**src/rtl/ldpc_pkg.sv**
```systemverilog
// Shared constants and helpers for the min-sum LDPC datapath blocks
// (check-node sequencer, variable-node and check-to-variable stages).
package ldpc_pkg;

    localparam int PREC_DEF = 5;
    localparam int LANE_W   = PREC_DEF + 1;
    localparam logic [PREC_DEF-1:0] MAG_INIT = '1;

    typedef enum logic {
        ACCUM = 1'b0,
        HOLD  = 1'b1
    } seq_state_t;

    function automatic int lane_width(input int prec);
        return prec + 1;
    endfunction

    // Never returns zero so single-entry indices still get a real bit.
    function automatic int idx_width(input int n);
        return (n <= 1) ? 1 : $clog2(n);
    endfunction

endpackage

```
**src/rtl/min_pair_tree.sv**
```systemverilog
// Combinational min / second-min / argmin over N magnitude lanes, built as a
// recursive split into lower and upper halves; the lower lane wins ties.
module min_pair_tree
    import ldpc_pkg::*;
#(
    parameter int N    = 3,
    parameter int PREC = PREC_DEF,
    parameter int IW   = idx_width(N)
) (
    input  logic [N*PREC-1:0] mag_i,
    output logic [PREC-1:0]   min_o,
    output logic [PREC-1:0]   sec_o,
    output logic [IW-1:0]     idx_o
);

    generate
        if (N == 1) begin : g_leaf
            assign min_o = mag_i;
            assign sec_o = '1;
            assign idx_o = '0;
        end else begin : g_node
            localparam int NL = N / 2;
            localparam int NH = N - NL;

            logic [PREC-1:0] lo_min, lo_sec, hi_min, hi_sec, loser;
            logic [IW-1:0]   lo_idx, hi_idx;
            logic            hi_wins;

            min_pair_tree #(.N(NL), .PREC(PREC), .IW(IW)) u_lo (
                .mag_i (mag_i[NL*PREC-1:0]),
                .min_o (lo_min),
                .sec_o (lo_sec),
                .idx_o (lo_idx)
            );

            min_pair_tree #(.N(NH), .PREC(PREC), .IW(IW)) u_hi (
                .mag_i (mag_i[N*PREC-1:NL*PREC]),
                .min_o (hi_min),
                .sec_o (hi_sec),
                .idx_o (hi_idx)
            );

            // Strict compare keeps the lower half on equal magnitudes.
            always_comb begin
                hi_wins = hi_min < lo_min;
                min_o   = hi_wins ? hi_min : lo_min;
                idx_o   = hi_wins ? (IW'(NL) + hi_idx) : lo_idx;
                loser   = hi_wins ? lo_min : hi_min;
                sec_o   = loser;
                if (lo_sec < sec_o) sec_o = lo_sec;
                if (hi_sec < sec_o) sec_o = hi_sec;
            end
        end
    endgenerate

endmodule

```
**src/rtl/check_node_min_sequencer.sv**
```systemverilog
// Serial check-node reducer: merges beats of GROUP messages into row min,
// second min, argmin and sign parity, then holds the result for downstream.
//   state | meaning
//   ACCUM | collecting beats of the current row
//   HOLD  | row result presented on out_*, waiting for out_ready
module check_node_min_sequencer
    import ldpc_pkg::*;
#(
    parameter int PREC  = PREC_DEF,
    parameter int DEG   = 6,
    parameter int GROUP = 3,
    parameter int IDXW  = idx_width(DEG)
) (
    input  logic                            clk,
    input  logic                            rst_n,
    input  logic                            in_valid,
    output logic                            in_ready,
    input  logic [GROUP*lane_width(PREC)-1:0] in_data,
    output logic                            out_valid,
    input  logic                            out_ready,
    output logic [PREC-1:0]                 out_min,
    output logic [PREC-1:0]                 out_sec_min,
    output logic [IDXW-1:0]                 out_min_idx,
    output logic                            out_sign_par,
    output logic [DEG-1:0]                  out_signs
);

    localparam int LW    = lane_width(PREC);
    localparam int BEATS = DEG / GROUP;
    localparam int GIW   = idx_width(GROUP);
    localparam int BW    = idx_width(BEATS);

    seq_state_t        state_q;
    logic [BW-1:0]     beat_q;
    logic [PREC-1:0]   run_min_q, run_sec_q;
    logic [IDXW-1:0]   run_idx_q;
    logic              run_par_q;
    logic [DEG-1:0]    run_signs_q;
    logic              out_valid_q, out_par_q;
    logic [PREC-1:0]   out_min_q, out_sec_q;
    logic [IDXW-1:0]   out_idx_q;
    logic [DEG-1:0]    out_signs_q;

    logic [GROUP*PREC-1:0] lane_mag;
    logic [GROUP-1:0]      lane_sign;
    logic [PREC-1:0]       g_min, g_sec, loser;
    logic [GIW-1:0]        g_idx;
    logic [IDXW-1:0]       g_base;
    logic                  accept, last_beat;
    logic [PREC-1:0]       merge_min_d, merge_sec_d;
    logic [IDXW-1:0]       merge_idx_d;
    logic                  merge_par_d;
    logic [DEG-1:0]        merge_signs_d;

    always_comb begin
        lane_mag  = '0;
        lane_sign = '0;
        for (int k = 0; k < GROUP; k++) begin
            lane_mag[k*PREC +: PREC] = in_data[k*LW +: PREC];
            lane_sign[k]             = in_data[k*LW + PREC];
        end
    end

    min_pair_tree #(.N(GROUP), .PREC(PREC), .IW(GIW)) u_tree (
        .mag_i (lane_mag),
        .min_o (g_min),
        .sec_o (g_sec),
        .idx_o (g_idx)
    );

    assign in_ready  = (state_q == ACCUM) || out_ready;
    assign accept    = in_valid && in_ready;
    assign last_beat = (beat_q == BW'(BEATS - 1));

    // Running registers are already cleared whenever a row starts, so a beat
    // accepted in HOLD merges from the same registers as any other beat.
    always_comb begin
        g_base        = IDXW'(beat_q) * IDXW'(GROUP);
        merge_min_d   = run_min_q;
        merge_idx_d   = run_idx_q;
        loser         = g_min;
        if (g_min < run_min_q) begin
            merge_min_d = g_min;
            merge_idx_d = g_base + IDXW'(g_idx);
            loser       = run_min_q;
        end
        merge_sec_d   = loser;
        if (run_sec_q < merge_sec_d) merge_sec_d = run_sec_q;
        if (g_sec < merge_sec_d)     merge_sec_d = g_sec;
        merge_par_d   = run_par_q ^ (^lane_sign);
        merge_signs_d = run_signs_q | (DEG'(lane_sign) << g_base);
    end

    always_ff @(posedge clk or negedge rst_n) begin
        if (!rst_n) begin
            state_q     <= ACCUM;
            beat_q      <= '0;
            run_min_q   <= '1;
            run_sec_q   <= '1;
            run_idx_q   <= '0;
            run_par_q   <= 1'b0;
            run_signs_q <= '0;
            out_valid_q <= 1'b0;
            out_min_q   <= '0;
            out_sec_q   <= '0;
            out_idx_q   <= '0;
            out_par_q   <= 1'b0;
            out_signs_q <= '0;
        end else if (accept && last_beat) begin
            out_min_q   <= merge_min_d;
            out_sec_q   <= merge_sec_d;
            out_idx_q   <= merge_idx_d;
            out_par_q   <= merge_par_d;
            out_signs_q <= merge_signs_d;
            out_valid_q <= 1'b1;
            state_q     <= HOLD;
            beat_q      <= '0;
            run_min_q   <= '1;
            run_sec_q   <= '1;
            run_idx_q   <= '0;
            run_par_q   <= 1'b0;
            run_signs_q <= '0;
        end else begin
            if (accept) begin
                run_min_q   <= merge_min_d;
                run_sec_q   <= merge_sec_d;
                run_idx_q   <= merge_idx_d;
                run_par_q   <= merge_par_d;
                run_signs_q <= merge_signs_d;
                beat_q      <= beat_q + BW'(1);
            end
            if (state_q == HOLD && out_ready) begin
                state_q     <= ACCUM;
                out_valid_q <= 1'b0;
            end
        end
    end

    assign out_valid    = out_valid_q;
    assign out_min      = out_min_q;
    assign out_sec_min  = out_sec_q;
    assign out_min_idx  = out_idx_q;
    assign out_sign_par = out_par_q;
    assign out_signs    = out_signs_q;

endmodule

```
**config.mk**
```make
export PLATFORM = sky130hd
export DESIGN_NAME = check_node_min_sequencer
export DESIGN_NICKNAME = d
export VERILOG_FILES = /design/src/rtl/ldpc_pkg.sv /design/src/rtl/min_pair_tree.sv /design/src/rtl/check_node_min_sequencer.sv
export SDC_FILE = /design/constraint.sdc
export NUM_CORES = 1
export LEC_CHECK = 0
export CORE_AREA = 2 2 82 84
export DETAILED_ROUTE_END_ITERATION = 8
export DIE_AREA = 0 0 84 86
export GPL_ROUTABILITY_DRIVEN = 0
export HOLD_SLACK_MARGIN = 0.05
export PLACE_DENSITY_LB_ADDON = 0.15
export SETUP_SLACK_MARGIN = 0.02
export SYNTH_ARGS = -nofsm -noshare
export SYNTH_HDL_FRONTEND = slang
export SYNTH_SLANG_ARGS = --single-unit
```
**constraint.sdc**
```tcl
create_clock -name clk -period 5.38 [get_ports clk]
set_clock_uncertainty 0.1 [all_clocks]
set_input_delay 0.807 -clock clk [delete_from_list [all_inputs] [get_ports clk]]
set_output_delay 0.807 -clock clk [all_outputs]
set_load 0.02 [all_outputs]
```
# Yosys cells after proc, flatten, opt, wreduce, memory -nomap -nowiden
# Cells that the tools add are included.
dict set report word_totals {
  register_bits 42
  inputBits 22
  out_inout_bits 22
}
dict set report op_classes {
  n_addsub 3
  n_mul 1
  n_lt_le_gt_ge 9
  n_shift 1
  mux 29
  n_bitwise 3
  reduce_logical 7
}
# op n
set ops {}
lappend ops {{5-bit two-way mux} 16}
lappend ops {{5-bit less-than comparator} 6}
lappend ops {{5-bit less-than comparator (first input constant)} 3}
lappend ops {{6-bit two-way mux} 2}
lappend ops {{3-bit two-way mux} 3}
lappend ops {{1-bit two-way mux} 7}
lappend ops {{6-bit OR} 1}
lappend ops {{3-bit by 3-bit << shifter with 6-bit output} 1}
lappend ops {{2-bit nonzero test} 2}
lappend ops {{3-bit by 2-bit adder with 3-bit output} 1}
lappend ops {{1-bit logical AND} 3}
lappend ops {{1-bit by 2-bit multiplier with 3-bit output (second input constant)} 1}
lappend ops {{3-bit XOR reduction} 1}
lappend ops {{1-bit by 1-bit adder with 2-bit output (first input constant)} 1}
lappend ops {{2-bit two-way mux} 1}
lappend ops {{1-bit adder (second input constant)} 1}
lappend ops {{1-bit logical OR} 1}
lappend ops {{1-bit NOT} 1}
lappend ops {{1-bit XOR} 1}

# Longest topological paths before layout
dict set report logic_depth {
  depth_word 12
  mapped_depth 36
  depth_no_buf 34
}

# Hierarchy
# A second synthesis with hierarchy kept.
dict set report hier_totals {
  hier_cells 477
  hier_area_um2 3907.5
}
# mod n_inst cells_per_inst area_per_inst_um2
set modules_own_cells {}
lappend modules_own_cells {check_node_min_sequencer 1 249 2275.9}
lappend modules_own_cells {{min_pair_tree at u_tree ...} 2 93 669.4}
lappend modules_own_cells {{min_pair_tree at u_tree.g_node.u_hi.g_node.u_hi ...} 3 14 97.6}

# Worst setup path before layout
# Ideal clock, no wire load.
dict set report synth_timing {
  kind {input-to-reg}
  startpoint {input in_data[8]}
  endpoint {register run_sec_q[1]}
  setup_time_ps 82
  arrival_time_ps 8422
  t_required_ps 5198
  path_slack_ps -3224
  cell_stages 34
  n_path_buf 2
  cell_sequence {inv_1 > ha_1 > a211oi_4 > o21a_2 > o21ai_2 > mux2_4 > ha_1 > a211o_1 > a21oi_2 > o21a_1 > nand2_2 > buf_4 > a21oi_1 > ha_1 > a21oi_1 > o211ai_1 > or3_1 > o21a_1 > buf_2 > mux2i_1 > ha_1 > o311ai_0 > o32a_1 > o31ai_4 > a21oi_4 > mux2_4 > ha_1 > nor2b_1 > o21ai_0 > nand2b_1 > a211o_1 > o31ai_4 > mux2_2 > a22oi_1}
}
dict set report synth_via {
  elab_chain_len 12
}
# item line_no
set synth_rtl {}
lappend synth_rtl {{start: declaration} check_node_min_sequencer.sv:18} ;# input logic [GROUP*lane_width(PREC)-1:0] in_data,
lappend synth_rtl {{5-bit less-than comparator} min_pair_tree.sv:45} ;# hi_wins = hi_min < lo_min;
lappend synth_rtl {{5-bit two-way mux (on tied branches)} {min_pair_tree.sv:48, min_pair_tree.sv:46}}
lappend synth_rtl {{5-bit less-than comparator (on tied branches)} {min_pair_tree.sv:50, min_pair_tree.sv:45}}
lappend synth_rtl {{5-bit two-way mux (on tied branches)} {min_pair_tree.sv:50, min_pair_tree.sv:46, min_pair_tree.sv:48}}
lappend synth_rtl {{5-bit less-than comparator (on tied branches)} {min_pair_tree.sv:51, check_node_min_sequencer.sv:82, min_pair_tree.sv:50}}
lappend synth_rtl {{5-bit two-way mux (on tied branches)} {min_pair_tree.sv:51, check_node_min_sequencer.sv:82, min_pair_tree.sv:50}}
lappend synth_rtl {{5-bit less-than comparator (on tied branches)} {min_pair_tree.sv:51, check_node_min_sequencer.sv:88}}
lappend synth_rtl {{5-bit two-way mux (on tied branches)} {min_pair_tree.sv:51, check_node_min_sequencer.sv:88}}
lappend synth_rtl {{5-bit less-than comparator} check_node_min_sequencer.sv:89} ;# if (g_sec < merge_sec_d) merge_sec_d = g_sec;
lappend synth_rtl {{5-bit two-way mux *} check_node_min_sequencer.sv:89}
lappend synth_rtl {{5-bit two-way mux *} check_node_min_sequencer.sv:124} ;# if (accept) begin
lappend synth_rtl {{5-bit two-way mux *} check_node_min_sequencer.sv:109} ;# end else if (accept && last_beat) begin
lappend synth_rtl {{end signal: assignment} check_node_min_sequencer.sv:126} ;# run_sec_q <= merge_sec_d;
lappend synth_rtl {{end: declaration} check_node_min_sequencer.sv:35} ;# logic [PREC-1:0] run_min_q, run_sec_q;
# Every way passes the cells marked *; elsewhere a longest branch is shown, timed or not. The select of a mux whose other input is x is not followed.
# A chain may end at the register's enable or synchronous reset.

# Worst setup path after layout
dict set report layout_timing {
  startpoint {input in_data[8]}
  endpoint {register run_sec_q[4]}
}
# The elaborated chain is that of the path after synthesis.

==> impl_metrics.yaml <==
floorplanning:
  design.die.area_mm2: 0.00722
  die_y_um: 86
  floorplan.initialDensity: 0.486
  coreArea_mm2: 0.00628
  chipWidth_um: 84
  rows: 29
  io_pins: 44
worst_setup_path:
  cp_arrival_ps: 8260
  cp_common_cell: "ha_4"
  critPathLaunchType: "input port"
  critical_path.max_stage_delay_ps: 420
  timing.critical_path.fanout_max: 7
  critPathCaptureType: "flop"
  worstSetupPathType: "input port to flop"
  worstPathRequired_ps: 5500
  cpMaxStageDelayCell: "or3_4"
routing:
  routed-via-count: 3082
  finalWirelength_um: 9680
  dr.first_iter.drc_count: 148
  ant_nets: 0
  detail_route.first_pass.iterations: 5
  wl_per_cell_um: 17.5
  drcViolationCount: 0
  avgViaCountPerCell: 5.58
cts:
  max-clock-path-buffers: 2
  cts-root-buf: "clkbuf_8"
  tritoncts_clock_tree: "done"
  number_of_buffers_inserted_during_clock_tree_synthesis: 5
  path_clk_slew_ps: 90
  cts.htree.levels: 2
  worst_skew_pair.late_latency_ps: 300
  clock_sink_count: 42
  cts_hold_buffers: 0
timing:
  hold_slack_ps: 387
  maxSlewHeadroom: 0.172
  finalHoldViolations: 0
  min_period_over_period: 1.51
  achievable-frequency_ghz: 0.123
  tightest_slew_ps: 1240
  min_period_ps: 8140
  setup-violations-final: 10
  rsz0062_at_grt: "true"
  fin_ws_ps: -2760
  max_slew_violation_total_from_the_final_report: 0
yosys:
  post_synth_instance_area_mm2: 0.00305
  syn_nets: 377
  synth.cells.most_frequent: "dfrtp_1, nand2_1, inv_1"
  postSynth.topFlopCell: "dfrtp_1"
  synthMostInstantiatedCell: "dfrtp_1"
  synth_area_per_inst_um2: 9.25
  synth_cell_types: 57
  postSynthRegisterBits: 42
  ys_seq_area_frac: 0.349
  synth_edf_count: 0
  synth_top_cells_by_area: "dfrtp_1, ha_1, dfstp_2, mux2i_1, a21oi_1"
  netlist_instances: 330
  synth.top_cell.area_share: 0.262
  yosysWarnings: 0
  synthArstFlopShare: 1.00
  yosysTopAreaCell: "dfrtp_1"
global_routing:
  grt_start_max_net_pins: 43
  grtUsageTotal: 0.258
  grt_pass1_vias: 3150
  grt_first_pass_wirelength_um: 15000
  grt.overflow.total: 0
  grt_antenna_before_repair: 0
pwr:
  power.internal_mw: 1.72
  power_frac_seq: 0.193
  power.density_mw_per_mm2: 621
  power.leakage_nw: 2.28
  ir_worst_vdd_uv: 492
  power.switching_fraction: 0.427
  switchingPower_mw: 1.29
  gate_power_share: 0.738
  p_total_mw: 3.01
  clock_power_share: 0.069
placement:
  placedCellCount: 512
  place.detailed.hpwl_um: 6410
  port_buffers: 43
status:
  violated_checks: "setup timing"
  status: "complete, but fails checks"
flow_run:
  max_cap_violations: 0
finish:
  instances_no_fill: 552
  area_growth_syn_to_layout_pct: 58.8
  design.final.nets: 521
  n_antenna_cell: 0
  layout_cell_share_with_drive_strength_beyond_1: 0.442
hold_path:
  timing.hold.worst.class: "flop to flop"
logic make-up after synthesis:
family	count (synthesis)	share of synthesized area
xor+xnor	4	0.0115
compound gates	110	0.260
fa+ha+maj	25	0.105
simple gates	76	0.107
mux	30	0.113
buf+inv	43	0.0549
flops	42	0.349
worst paths after layout:
check / start / slack [ps] / cells past startpoint / to
max: in_data[8] / -2760 / 34 / run_sec_q[4]
min: out_sec_min[4] / 390 / 2 / out_sec_min[4]
max reg2reg: run_min_q[4] / -350 / 22 / run_sec_q[4]
min reg2reg: out_sec_min[4] / 390 / 2 / out_sec_min[4]
max in group asynchronous: rst_n / 4090 / 1 / run_idx_q[0]
min in group asynchronous: rst_n / 530 / 1 / out_sec_min[4]
area by class of cell:
type	count	area, um^2
clock buffers	5	68.8
clock inverters	3	23.8
fillers	400	1430
inverters	30	128
multi-input cells	245	2200
flip-flops and latches	42	1060
well taps	77	96.3
repair buffers	150	1260
power groups by stage:
stage | registers, mW | clock network [mW] | logic [mW]
6_report | 0.580 | 0.209 | 2.22
5_1_grt | 0.597 | 0.225 | 2.37
4_1_cts | 0.577 | 0.213 | 1.98
3_5_place_dp | 0.578 | 0 | 1.83
3_3_place_gp | 0.573 | 0 | 1.78
2_1_floorplan | 0.640 | 0 | 1.12
timing repair:
item,4_1_cts,5_1_grt
buffers inserted,24,8
endpoints found under the setup margin,26,14
pin swaps,30,25
gates resized for setup,77,17
endpoints found under the hold margin,0,0
through the flow:
stage                     setup slack (ps)  setup TNS [ps]  utilization  instance area (um^2)
after floorplan                      -2500          -23600            -                  3230
after global placement               -3330          -40500        0.677                  4250
after detailed placement             -3600          -44620        0.677                  4250
after CTS                            -2360          -22520        0.747                  4690
after global routing                 -2960          -28590        0.772                  4850
final                                -2760          -26580        0.772                  4850
registers in the layout (all words and copies together) (netlist names), 3 cells and up:
register and cells:
out_signs 6, run_signs_q 6, out_min 5, out_sec_min 5, run_min_q 5, run_sec_q 5
out_min_idx 3, run_idx_q 3
cells in the final DEF, fill, tap and decap left out, drive strengths merged, types with 2 or more instances in the layout:
master / n
o211ai: 2
a21o: 5
nand2: 31
a211oi: 3
buf: 116
o21a: 4
dfrtp: 32
nand4: 2
a21oi: 30
nand2b: 3
mux2i: 16
and2: 4
dlygate4sd2: 2
o32a: 5
mux2: 14
o22ai: 3
xor2: 2
o31ai: 3
a41o: 2
a211o: 2
nor2: 27
o21ai: 30
clkbuf: 5
dfstp: 10
xnor2: 2
ha: 24
clkinvlp: 2
inv: 31
a22oi: 10
clkdlybuf4s50: 32
nor3: 5
layer usage:
metal | track usage | vias to the layer above | routed length [um]
met2 | 0.447 | 81 | 4910
met5 | 0 | - | 0
met3 | 0.0539 | 25 | 392
met1 | 0.325 | 1499 | 4150
met4 | 0.0806 | 0 | 228
li1 | - | 1477 | -
critical path, delay by kind of cell:
| kind | cells | cell delay (ps) |
|---|---|---|
| and+or+nand+nor | 5 | 970 |
| buffers and inverters | 4 | 340 |
| muxes | 5 | 1530 |
| AOI/OAI and AO/OA | 15 | 3270 |
| adders and majority gates | 5 | 1310 |
(Power assumes the default switching activity.)
